**src/rtl/bnn_pkg.sv**
```systemverilog
// bnn_pkg: shared state type and default SRAM widths for the BNN engine and its arbiter
package bnn_pkg;
  localparam int ADDR_W = 12;
  localparam int DATA_W = 16;
  typedef enum logic [2:0] {IDLE, DRAIN, LAUNCH, RUN, DONE, ERR} arb_state_t;
endpackage

```
**src/rtl/bnn_sram_mux.sv**
```systemverilog
// bnn_sram_mux: combinational owner-select between host and engine SRAM ports
module bnn_sram_mux #(
  parameter int ADDR_W = bnn_pkg::ADDR_W,
  parameter int DATA_W = bnn_pkg::DATA_W
) (
  input  logic              eng_own,
  input  logic [ADDR_W-1:0] host_addr,
  input  logic [DATA_W-1:0] host_wdata,
  input  logic              host_wr,
  input  logic [ADDR_W-1:0] eng_rd_addr,
  input  logic [ADDR_W-1:0] eng_wr_addr,
  input  logic [DATA_W-1:0] eng_wr_data,
  input  logic              eng_wr_en,
  output logic [ADDR_W-1:0] sram_rd_addr,
  output logic [ADDR_W-1:0] sram_wr_addr,
  output logic [DATA_W-1:0] sram_wr_data,
  output logic              sram_wr_en
);
  always_comb begin
    sram_rd_addr = eng_own ? eng_rd_addr : host_addr;
    sram_wr_addr = eng_own ? eng_wr_addr : host_addr;
    sram_wr_data = eng_own ? eng_wr_data : host_wdata;
    sram_wr_en   = eng_own ? eng_wr_en : host_wr;
  end
endmodule

```
**src/rtl/bnn_sram_arbiter.sv**
```systemverilog
// bnn_sram_arbiter: shares the feature-map SRAM between host loader and BNN engine, one job per start
module bnn_sram_arbiter #(
  parameter int ADDR_W    = bnn_pkg::ADDR_W,
  parameter int DATA_W    = bnn_pkg::DATA_W,
  parameter int BUSY_WAIT = 8,
  parameter int TIMEOUT   = 4096
) (
  input  logic              clk,
  input  logic              reset,
  input  logic              host_req,
  input  logic              host_we,
  input  logic [ADDR_W-1:0] host_addr,
  input  logic [DATA_W-1:0] host_wdata,
  output logic              host_gnt,
  output logic [DATA_W-1:0] host_rdata,
  output logic              host_rvalid,
  input  logic              start_req,
  output logic              start_ack,
  output logic              done,
  output logic              timeout_err,
  input  logic              err_clr,
  output logic              eng_run,
  input  logic              eng_busy,
  input  logic [ADDR_W-1:0] eng_rd_addr,
  input  logic [ADDR_W-1:0] eng_wr_addr,
  input  logic [DATA_W-1:0] eng_wr_data,
  input  logic              eng_wr_en,
  output logic [ADDR_W-1:0] sram_rd_addr,
  output logic [ADDR_W-1:0] sram_wr_addr,
  output logic [DATA_W-1:0] sram_wr_data,
  output logic              sram_wr_en,
  input  logic [DATA_W-1:0] sram_rd_data
);
  import bnn_pkg::*;
  localparam int CW = $clog2(TIMEOUT + 1);
  arb_state_t state, next_state;
  logic [CW-1:0] cnt;
  logic eng_own;
  always_ff @(posedge clk or negedge reset)
    if (!reset) state <= IDLE;
    else state <= next_state;
  always_comb begin
    next_state = state;
    case (state)
      IDLE:    next_state = start_req ? DRAIN : IDLE;
      DRAIN:   next_state = LAUNCH;
      LAUNCH:  next_state = eng_busy ? RUN : (cnt == CW'(BUSY_WAIT - 1) ? ERR : LAUNCH);
      RUN:     next_state = !eng_busy ? DONE : (cnt == CW'(TIMEOUT - 1) ? ERR : RUN);
      DONE:    next_state = IDLE;
      ERR:     next_state = err_clr ? IDLE : ERR;
      default: next_state = IDLE;
    endcase
  end
  always_comb begin
    eng_own     = state inside {LAUNCH, RUN, DONE, ERR};
    host_gnt    = reset && state == IDLE && host_req;
    start_ack   = reset && state == IDLE && start_req;
    eng_run     = state == LAUNCH;
    done        = state == DONE;
    timeout_err = state == ERR;
    host_rdata  = sram_rd_data;
  end
  always_ff @(posedge clk or negedge reset)
    if (!reset) cnt <= '0;
    else cnt <= (next_state == state && (state == LAUNCH || state == RUN)) ?
                (cnt == CW'(TIMEOUT) ? cnt : cnt + 1'b1) : '0;
  always_ff @(posedge clk or negedge reset)
    if (!reset) host_rvalid <= 1'b0;
    else host_rvalid <= host_gnt && !host_we;
  bnn_sram_mux #(.ADDR_W(ADDR_W), .DATA_W(DATA_W)) u_mux (
    .eng_own      (eng_own),
    .host_addr    (host_addr),
    .host_wdata   (host_wdata),
    .host_wr      (host_req && host_gnt && host_we),
    .eng_rd_addr  (eng_rd_addr),
    .eng_wr_addr  (eng_wr_addr),
    .eng_wr_data  (eng_wr_data),
    .eng_wr_en    (eng_wr_en),
    .sram_rd_addr (sram_rd_addr),
    .sram_wr_addr (sram_wr_addr),
    .sram_wr_data (sram_wr_data),
    .sram_wr_en   (sram_wr_en)
  );
endmodule

```
**config.mk**
```make
export PLATFORM = sky130hd
export DESIGN_NAME = bnn_sram_arbiter
export DESIGN_NICKNAME = d
export VERILOG_FILES = /design/src/rtl/bnn_pkg.sv /design/src/rtl/bnn_sram_mux.sv /design/src/rtl/bnn_sram_arbiter.sv
export SDC_FILE = /design/constraint.sdc
export NUM_CORES = 1
export LEC_CHECK = 0
export CAP_MARGIN = 10
export CELL_PAD_IN_SITES_DETAIL_PLACEMENT = 1
export CELL_PAD_IN_SITES_GLOBAL_PLACEMENT = 1
export CORE_MARGIN = 2
export CORE_UTILIZATION = 25
export DETAILED_ROUTE_END_ITERATION = 7
export PLACE_DENSITY_LB_ADDON = 0.1
export SLEW_MARGIN = 20
export SYNTH_ARGS = -nofsm -noshare
export SYNTH_HDL_FRONTEND = slang
export SYNTH_HIERARCHICAL = 1
export SYNTH_SLANG_ARGS = --single-unit
```
**constraint.sdc**
```tcl
create_clock -name clk -period 3.1 [get_ports clk]
set_input_delay 0.775 -clock clk [delete_from_list [all_inputs] [get_ports clk]]
set_output_delay 0.775 -clock clk [all_outputs]
set_load 0.01 [all_outputs]
```
==> metrics.yaml <==
synthesis.nets: 276
regArea_sq_um: 425
final_common_cell: "clkdlybuf4s50_1"
first_pass_iters: 3
grt_pass1_vias: 1833
critical_path.cell_chain: "clkdlybuf4s50_1 -> nand2_1 -> nor3b_2 -> and2_1 -> mux2_4 -> dlygate4sd2_1"
yosysTopAreaCell: "mux2_4"
syn_inst: 181
seq_area_frac_synth: 0.225
finalCritPeriodShare: 0.952
min_path_type: "register to register"
ctsHoldBuffers: 0
rows: 31
synth_simple_gate_area_share: 0.171
synth.avg_cell_area_sq_um: 10.5
yosysWarnings: 6
n_antenna_cell: 0
hold_viol: 0
cts_max_path_buffers: 2
grt_max_degree: 22
synth_top_area_frac: 0.317
gp_congestion: 0.755
fin_nets: 387
cts_tree: "done"
routedWlPerCell_microns: 17.4
rsz0062_at_grt: "no"
port_buffers: 122
finalSetupViolations: 0
dpl_cell_area_sq_um: 3090
cts_max_level: 1
vias: 1738
cts_made_buffers: 3
synth_compound_area_frac: 0.0615
cellLeakagePower_uw: 0.00133
wl_mm: 6.78
final_cell_mix: "clkdlybuf4s50_1, mux2_4, nor2_1, dfrtp_1"
die_h_microns: 91.0
cp_max_fo: 2
clk_latency_ns: 0.25
max_stage_delay_ns: 0.53
end_kind: "primary output"
syn_area_sq_um: 1890
cpMaxStageDelayCell: "clkdlybuf4s50_1"
area_growth_pct: 66.3
fin_area_sq_um: 3150
antenna_found_initial: 0
drc: 0
fin_cells: 390
timing.fmax_mhz: 339
multi_input_area_sq_um: 1210
netlist_top_cells_area: "mux2_4, dfrtp_1, buf_4"
clk_pin_slew_ns: 0.07
core_sq_um: 7290
status: "finished clean"
gr-usage-all-layers: 0.160
yosysUniqueCellTypes: 38
cp-start-kind: "primary input"
slew_headroom: 0.593
yosys_register_bits: 17
irDropWorstVdd_v: 0.000278
via_per_inst: 4.46
synthAdderAreaFrac: 0.0198
initial_utilization: 0.259
dp.cells: 386
period_minus_slack_ns: 2.95
arrival_ns: 2.18
drive_gt1_frac: 0.213
ant_nets: 0
dp_hpwl_mm: 5.70
cts_root_buffer: "clkbuf_8"
clock-sinks: 17
p_per_area_nw_per_um2: 737
first_iter_violations: 21
synthMuxAreaShare: 0.335
die_area_sq_um: 8280
critical_path_class: "primary input to primary output"
fillers: 857
final_util: 0.431
cap_violations: 0
synth_top_family_by_area: "multiplexers"
crit_required_ns: 2.32
worst_slew_pin_slew_ns: 0.609
die-width_microns: 91.0
skew_ns: 0.00483
drv_slew: 0
grt_pass1_wl_mm: 10.7
overflow: 0
synth_xor_area_frac: 0.0509
cts_setup_buffers: 0
io_pins: 155
## final timing paths
check | endpoint | slack [ns] | start | cells after the start
worst min register to register | cnt[11]$_DFFE_PN0P_ | 0.59 | cnt[11]$_DFFE_PN0P_ | 2
worst max register to register | cnt[12]$_DFFE_PN0P_ | 1.03 | cnt[1]$_DFFE_PN0P_ | 6
max in group asynchronous | state[2]$_DFF_PN0_ | 1.94 | reset | 2
worst max-delay path | sram_wr_en | 0.15 | reset | 6
worst min-delay path | cnt[11]$_DFFE_PN0P_ | 0.59 | cnt[11]$_DFFE_PN0P_ | 2
min in group asynchronous | cnt[5]$_DFFE_PN0P_ | 0.96 | reset | 2
## state kept, by name, indices dropped and copies added, names as in the netlist
name,cells
host_rvalid,1
state,3
cnt,13
## Yosys cell counts
cell type / instances
mux2_4: 40
nor2_1: 24
dfrtp_1: 17
buf_4: 16
nand2_1: 8
nand3_1: 8
xnor2_1: 8
inv_1: 6
nor3_1: 6
buf_12: 4
buf_2: 3
ha_1: 3
nor2b_1: 3
o21ai_0: 3
xor2_1: 3
buf_6: 2
mux2_2: 2
nand3b_1: 2
nand4_1: 2
nor3b_1: 2
o21bai_1: 2
a21boi_0: 1
a21oi_1: 1
a2bb2oi_1: 1
a311oi_1: 1
and2_1: 1
and3_1: 1
and3b_1: 1
mux2i_1: 1
nand2b_1: 1
nand4_2: 1
nor3_2: 1
nor4_4: 1
o2111a_1: 1
o211ai_1: 1
o211ai_2: 1
o22a_1: 1
o41ai_2: 1
## metrics by stage
| stage | TNS, ns | hold WS, ns | total power, uW | setup slack, ns |
|---|---|---|---|---|
| detailed placement | -0.208 | 0.570 | 2170 | -0.187 |
| finish | 0 | 0.589 | 2320 | 0.148 |
| floorplan | 0 | 0.479 | 1520 | 0.766 |
| global route | 0 | 0.626 | 2450 | 0.0412 |
| CTS | 0 | 0.589 | 2350 | 0.0127 |
| global placement | -0.224 | 0.561 | 2160 | -0.190 |
## layer usage
layer,wire (microns),global-route usage
met1,3020,0.203
met2,3140,0.269
met5,0,0
met4,0,0.0114
met3,621,0.0614
## kinds of logic (layout without fill, tap and decap cells)
family	Yosys count	count (layout)
xor+xnor	11	11
compound gates	14	14
buf+inv	31	141
mux	43	43
fa+ha+maj	3	3
simple gates	62	62
flops	17	17
## final cells by class
type,count,share of cell area
multi-input combinational,133,0.385
inverter,6,0.00796
clock buffer,4,0.0143
sequential,17,0.135
timing repair buffer,131,0.418
tap,99,0.0394
## critical path, delay by kind of cell
family | cells | cell delay, ns
buffers and inverters | 2 | 0.81
AND/OR/NAND/NOR | 3 | 0.46
multiplexers | 1 | 0.13
## where the power goes
part | internal (uW) | switching (uW)
clock network | 91.1 | 76.6
logic | 1140 | 749
registers | 248 | 16.5
## repair_timing
item,CTS,global route
cloned,0,0
gates resized for setup,2,3
endpoints found under the setup margin,2,32
Power figures use the tool's default switching activity.
